**src/rtl/imem_loader.sv**
```systemverilog
// imem_loader: receives a length-prefixed, XOR-checksummed byte stream,
// packs it into big-endian 32-bit words, writes them into instruction memory,
// and holds the CPU fetch path in reset until a complete, good image is loaded.
//
// Stream format: LEN_HI LEN_LO (word count), 4*len data bytes, 1 checksum byte.
// The checksum is the XOR of the data bytes only.
module imem_loader #(
   parameter int ADDR_W = 10
) (
   input  logic              clk,
   input  logic              rst_n,
   input  logic              start,
   input  logic              in_valid,
   input  logic [7:0]        in_byte,
   output logic              in_ready,
   output logic              im_we,
   output logic [ADDR_W-1:0] im_waddr,
   output logic [31:0]       im_wdata,
   output logic              cpu_hold,
   output logic              busy,
   output logic              done,
   output logic              err
);

   // Capacity in words; the word counter needs one extra bit so it can
   // reach MAX_WORDS itself when the memory is filled completely.
   localparam int          MAX_WORDS = 2 ** (ADDR_W - 2);
   localparam int          WC_W      = ADDR_W - 1;
   localparam logic [16:0] MAX_LEN   = 17'(MAX_WORDS);

   typedef enum logic [2:0] {
      S_IDLE,
      S_LEN_HI,
      S_LEN_LO,
      S_DATA,
      S_CHK,
      S_DONE,
      S_ERR
   } state_t;

   state_t          state_reg;
   logic [15:0]     len_reg;
   logic [WC_W-1:0] word_count_reg;
   logic [1:0]      byte_idx_reg;
   logic [7:0]      csum_reg;
   // First three bytes of the word being assembled, oldest byte on top.
   logic [23:0]     word_buf_reg;

   logic            accept;
   logic [WC_W-1:0] word_count_next;
   logic [16:0]     len_rx;
   logic            last_word;
   logic [7:0]      csum_next;

   // Handshake decode and helper values shared by the FSM.
   always_comb begin
      accept          = in_valid & in_ready;
      word_count_next = word_count_reg + 1'b1;
      // Full length as it stands once the LEN_LO byte lands.
      len_rx          = {1'b0, len_reg[15:8], in_byte};
      // True on the 4th byte of the final word of the image.
      last_word       = (17'(word_count_next) == {1'b0, len_reg});
      csum_next       = csum_reg ^ in_byte;
   end

   // Loader FSM: all outputs are registered and change with the state.
   always_ff @(posedge clk or negedge rst_n) begin
      if (!rst_n) begin
         state_reg      <= S_IDLE;
         len_reg        <= '0;
         word_count_reg <= '0;
         byte_idx_reg   <= '0;
         csum_reg       <= '0;
         word_buf_reg   <= '0;
         in_ready       <= 1'b0;
         im_we          <= 1'b0;
         im_waddr       <= '0;
         im_wdata       <= '0;
         cpu_hold       <= 1'b1;
         busy           <= 1'b0;
         done           <= 1'b0;
         err            <= 1'b0;
      end else begin
         // Write strobe is a single-cycle pulse unless re-armed below.
         im_we <= 1'b0;

         case (state_reg)
            S_IDLE, S_DONE, S_ERR: begin
               if (start) begin
                  state_reg      <= S_LEN_HI;
                  in_ready       <= 1'b1;
                  cpu_hold       <= 1'b1;
                  busy           <= 1'b1;
                  done           <= 1'b0;
                  err            <= 1'b0;
                  word_count_reg <= '0;
                  byte_idx_reg   <= '0;
                  csum_reg       <= '0;
               end
            end

            S_LEN_HI: begin
               if (accept) begin
                  len_reg[15:8] <= in_byte;
                  state_reg     <= S_LEN_LO;
               end
            end

            S_LEN_LO: begin
               if (accept) begin
                  len_reg[7:0] <= in_byte;
                  if (len_rx > MAX_LEN) begin
                     // Image cannot fit: reject before touching memory.
                     state_reg <= S_ERR;
                     in_ready  <= 1'b0;
                     busy      <= 1'b0;
                     err       <= 1'b1;
                  end else if (len_rx == 17'd0) begin
                     state_reg <= S_CHK;
                  end else begin
                     state_reg <= S_DATA;
                  end
               end
            end

            S_DATA: begin
               if (accept) begin
                  csum_reg     <= csum_next;
                  byte_idx_reg <= byte_idx_reg + 2'd1;
                  if (byte_idx_reg == 2'd3) begin
                     im_we          <= 1'b1;
                     im_waddr       <= {word_count_reg[ADDR_W-3:0], 2'b00};
                     im_wdata       <= {word_buf_reg, in_byte};
                     word_count_reg <= word_count_next;
                     if (last_word) begin
                        state_reg <= S_CHK;
                     end
                  end else begin
                     word_buf_reg <= {word_buf_reg[15:0], in_byte};
                  end
               end
            end

            S_CHK: begin
               if (accept) begin
                  in_ready <= 1'b0;
                  busy     <= 1'b0;
                  if (in_byte == csum_reg) begin
                     // Good image: release the CPU.
                     state_reg <= S_DONE;
                     done      <= 1'b1;
                     cpu_hold  <= 1'b0;
                  end else begin
                     // Bad image: words already written stay, CPU stays held.
                     state_reg <= S_ERR;
                     err       <= 1'b1;
                  end
               end
            end

            default: begin
               state_reg <= S_IDLE;
               in_ready  <= 1'b0;
               busy      <= 1'b0;
               cpu_hold  <= 1'b1;
            end
         endcase
      end
   end

endmodule

```
**config.mk**
```make
export PLATFORM = sky130hd
export DESIGN_NAME = imem_loader
export DESIGN_NICKNAME = d
export VERILOG_FILES = /design/src/rtl/imem_loader.sv
export SDC_FILE = /design/constraint.sdc
export NUM_CORES = 1
export LEC_CHECK = 0
export CORE_MARGIN = 3
export CORE_UTILIZATION = 40
export DETAILED_ROUTE_END_ITERATION = 12
export HOLD_SLACK_MARGIN = 0.1
export PLACE_DENSITY = 0.63
export SLEW_MARGIN = 20
export SYNTH_ARGS = -nofsm -noshare
export SYNTH_HDL_FRONTEND = slang
export SYNTH_SLANG_ARGS = --single-unit
```
**constraint.sdc**
```tcl
create_clock -name clk -period 5.4 [get_ports clk]
set_input_delay 1.62 -clock clk [delete_from_list [all_inputs] [get_ports clk]]
set_output_delay 1.62 -clock clk [all_outputs]
set_load 0.02 [all_outputs]
```
Word level (Yosys, flattened, before mapping)
Cells that the tools add are included.
- add/sub/neg operators: 2
- order comparisons: 1
- equal/unequal tests: 19
- muxes and demuxes: 41
- bitwise operators: 5
- reduce and logical (&&, ||, !) cells: 19
- operator list (cell ; count):
    $mux 3 ; 9
    $mux 9 ; 3
    $ne 2x2->1 const B ; 10
    $pmux 9 s2 ; 1
    $logic_not 17->1 ; 1
    $eq 9x16->1 ; 1
    $gt 16x9->1 const B ; 1
    $mux 1 ; 16
    $mux 8 ; 2
    $pmux 8 s2 ; 1
    $pmux 3 s5 ; 1
    $reduce_and 4->1 ; 3
    $add 9x1->9 const B ; 1
    $eq 3x3->1 const B ; 3
    $reduce_and 3->1 ; 3
    $eq 8x8->1 ; 1
    $xor 8x8->8 ; 1
    $reduce_and 7->1 ; 1
    $eq 3x2->1 const B ; 2
    $mux 2 ; 3
    $pmux 1 s3 ; 2
    $reduce_and 6->1 ; 1
    $reduce_or 3->1 ; 2
    $reduce_and 5->1 ; 1
    13 further kinds ; 17
- flip-flop bits (word level): 107
- output and inout port bits: 48

Logic depth before layout (Yosys ltp)
- depth after elaboration: 6
- gate-level depth with buffers: 8
- mapped depth without buffers: 7

Least setup slack after synthesis
Ideal clock, no wire load.
- path type: input port to flip-flop
- start point: in in_byte[6]
- end point: reg err
- setup time: 0.120 ns
- data arrival time: 2.836 ns
- data required time: 5.280 ns
- setup slack: 2.444 ns
- cell stages on the path: 7
- buffers on the path: 1
- cell sequence: clkbuf_1 nor4_1 a21boi_1 o21a_1 o31ai_1 nand2_1 and3_1
- cells in the longest elaborated chain, start to end: 3
- elaborated cells on any way between the ends: 5
- those cells by class: 1 x order compare; 3 x eq/ne; 1 x reduce/logical
- RTL lines (item ; RTL line ; source):
    start: declaration ; 14 ; input logic [7:0] in_byte,
    $gt 16x9->1 / $eq 8x8->1 (equally long branches) ; 112, 148 ;
    $ne 2x2->1 (no source line) ; n/a ;
    $reduce_and 6->1 (no source line) * ; n/a ;
    end signal: assignment ; 95 ; err <= 1'b0;
    end signal: assignment ; 117 ; err <= 1'b1;
    end signal: assignment ; 156 ; err <= 1'b1;
    end: declaration ; 22 ; output logic err
Every way passes the cells marked *; elsewhere a longest branch is shown, timed or not.
A chain may end at the register's enable or synchronous reset.

Worst setup path in the final report
- start point: in in_valid
- end point: reg word_count_reg[4]
- cells in the longest elaborated chain, start to end: 3
- RTL lines (item ; RTL line ; source):
    start: declaration ; 13 ; input logic in_valid,
    $and 1x1->1 ; 57 ; accept = in_valid & in_ready;
    $ne 2x2->1 (no source line) ; n/a ;
    $reduce_and 4->1 (no source line) ; n/a ;
    end signal: assignment ; 134 ; word_count_reg <= word_count_next;
    end: declaration ; 43 ; logic [WC_W-1:0] word_count_reg;
No other way between the ends.

==> results.json <==
{
  "rsz0062_at_grt": "false",
  "syn_area_per_cell_um2": 9.97,
  "clk_latency_ps": 340,
  "worstHoldStart": "word_buf_reg[16]$_DFFE_PN0P_",
  "period_needed_ps": 3740,
  "swShare": 0.214,
  "synthArstFlopShare": 1.00,
  "via_per_inst": 5.23,
  "post-route-util": 0.498,
  "cts_inserted_buffers": 9,
  "synthTopCellsByCount": "nand2_1, dfrtp_1, mux2_2, o21ai_0",
  "grt_usage": 0.163,
  "power_mw": 1.49,
  "synth_top_area_share": 0.543,
  "dieWidth_um": 116,
  "synth_warnings": 0,
  "initial_core_util": 0.419,
  "drt_pre_antenna_iters": 4,
  "internal-power_mw": 1.17,
  "relSlewSlack": 0.409,
  "clock.fmax_ghz": 0.267,
  "startpoint": "in_valid",
  "synth_fa_ha_area_frac": 0.00512,
  "fp.dieArea_um2": 13600,
  "drv_cap": 0,
  "synthFlopType": "dfrtp_1",
  "cp.arrival_ps": 3990,
  "post_drt_wl_per_cell_um": 15.3,
  "cellPowerDensity_nw_per_um2": 257,
  "synth.cell_area_um2": 4880,
  "synth.area.top_cells": "dfrtp_1, nand2_1, mux2_2",
  "fill_cells": 1062,
  "path_delay_family": "buffers and inverters",
  "hold_class": "reg2reg",
  "worstPathRequired_ps": 5650,
  "cts_setup_buffers": 0,
  "regArea_um2": 2680,
  "antenna_found_initial": 0,
  "largest_register_ffs": 32,
  "ant_nets": 0,
  "die_h_um": 116,
  "cts_sinks": 107,
  "cpMostUsedCell": "and2_1",
  "p_seq_frac": 0.538,
  "yosysSeqAreaShare": 0.549,
  "grt_pass1_wl_mm": 17.5,
  "cp-end-kind": "flip-flop",
  "dpl.cell_count": 662,
  "diodes": 0,
  "tns_ps": 0,
  "grt_max_degree": 72,
  "finClkSkew_ps": 6.54,
  "synth_largest_area_cell": "dfrtp_1",
  "synth_cell_types": 53,
  "fin_crit_sh": 0.692,
  "routed_wl_mm": 10.4,
  "path_clk_slew_ps": 70,
  "crit_fanout": 46,
  "cts_buffer_depth": 2,
  "slowest_stage": "inv_2",
  "critPathKind": "in2reg",
  "final_hold_viol_count": 0,
  "p_sw_uw": 319,
  "cts-root-buf": "clkbuf_16",
  "status": "finished clean",
  "setup_viol": 0,
  "gp_congestion": 0.814,
  "h-tree-depth": 3,
  "final_nets": 544,
  "worst-slew-pin-transition_ps": 886,
  "layout_setup_ws_ps": 1660,
  "power_leakage_nw": 2.81,
  "p_clk_frac": 0.437,
  "core_area_um2": 11700,
  "cts_resized": 0,
  "yosysMostFrequentCell": "nand2_1",
  "io_buffers": 57,
  "hold_buffers": 0,
  "synth_top_family_by_area": "simple AND/OR/NAND/NOR gates",
  "via_count": 3546,
  "stdcell_count": 678,
  "critPathMaxStageDelay_ps": 780,
  "setup.worst_path.start_class": "input pin",
  "drc_errors": 0,
  "ir_worst_vdd_uv": 161,
  "drive_gt1_frac": 0.129,
  "area_growth_pct": 18.9,
  "drtIter0Drc": 315,
  "synth_edf_count": 0,
  "crit_chain": "clkdlybuf4s50_1 > and2_1 > nand3_2 > inv_2 > and2_1 > o21ai_0 > o31ai_1",
  "synthMuxAreaShare": 0.0922,
  "grt_pass1_vias": 3503,
  "slew_viol_final": 0,
  "pre_cts_slack_ps": 1320,
  "overflow": 0,
  "synth-simple-area-share": 0.191,
  "crit_buf_inv": 2,
  "tritoncts": "yes",
  "synthCells": 490,
  "multi_input_area_um2": 2050,
  "comb_power_share": 0.025,
  "synth_compound_area_frac": 0.0869,
  "detailed_place_hpwl_mm": 7.06,
  "io_pins": 60,
  "synth-xor-area-share": 0.0413,
  "reg2reg_from": "state_reg[1]$_DFFE_PN0P_",
  "rows": 39,
  "synth-seq-cells": 107
}
==> worst min-delay path: stages, from the launching register on <==
cell	delay (ps)
dfrtp_1	350
nand2_1	50
nand2_1	50
==> cells by family (layout without fill, tap and decap cells) <==
family                     Yosys count  in the layout
and+or+nand+nor                    217            217
DFF                                107            107
AOI/OAI and AO/OA                   64             64
muxes                               40             40
buffers and inverters               36             80
xor gates and xnor gates            23             23
adders and majority gates            2              2
other                                1              2
==> cell type report <==
| class | count | share of cell area |
|---|---|---|
| inverters | 4 | 0.00259 |
| repair buffers | 60 | 0.102 |
| clock buffers | 10 | 0.0394 |
| multi-input cells | 348 | 0.353 |
| flip-flops and latches | 107 | 0.462 |
| clock inverters | 6 | 0.0108 |
| well taps | 143 | 0.0308 |
==> metal layers <==
layer | part of all wire | up-vias | GRT usage
met5 | 0 | - | 0
met3 | 0.038 | 8 | 0.0352
li1 | - | 1722 | -
met2 | 0.48 | 90 | 0.256
met1 | 0.47 | 1726 | 0.231
met4 | 0.0096 | 0 | 0.0441
==> final timing paths <==
kind	endpoint	slack [ps]	cells past startpoint
max in group asynchronous	cpu_hold$_DFFE_PN1P_	2960	2
min in group asynchronous	word_buf_reg[16]$_DFFE_PN0P_	1410	1
max	word_count_reg[4]$_DFFE_PN0P_	1660	7
max reg2reg	word_count_reg[4]$_DFFE_PN0P_	2720	6
min reg2reg	im_wdata[24]$_DFFE_PN0P_	470	2
min	im_wdata[24]$_DFFE_PN0P_	470	2
==> stage by stage <==
| stage | hold WS [ps] | cell area, um^2 |
|---|---|---|
| CTS | 473 | 5800 |
| floorplan | 435 | 4890 |
| global placement | 450 | 5510 |
| finish | 470 | 5800 |
| global route | 496 | 5800 |
| detailed placement | 457 | 5510 |
==> cells in the final DEF (no fill, tap or decap), types with 4 or more instances in the layout <==
| cell type | count |
|---|---|
| xor2_1 | 10 |
| dfrtp_1 | 106 |
| xnor2_1 | 13 |
| buf_4 | 4 |
| a21oi_1 | 5 |
| o21ai_0 | 29 |
| nor4_1 | 5 |
| clkdlybuf4s50_1 | 56 |
| nand3_1 | 11 |
| clkbuf_16 | 9 |
| nor2_1 | 14 |
| mux2_2 | 40 |
| nand2_1 | 161 |
==> power by group through the flow <==
stage | Clock, mW | Sequential [mW] | Combinational, mW
after floorplan | 0 | 0.817 | 0.0112
after global placement | 0 | 0.816 | 0.0387
after detailed placement | 0 | 0.816 | 0.0389
after CTS | 0.672 | 0.801 | 0.0391
after global routing | 0.699 | 0.800 | 0.0428
final | 0.651 | 0.801 | 0.0379
No activity file was read; power rests on OpenSTA's default activity.
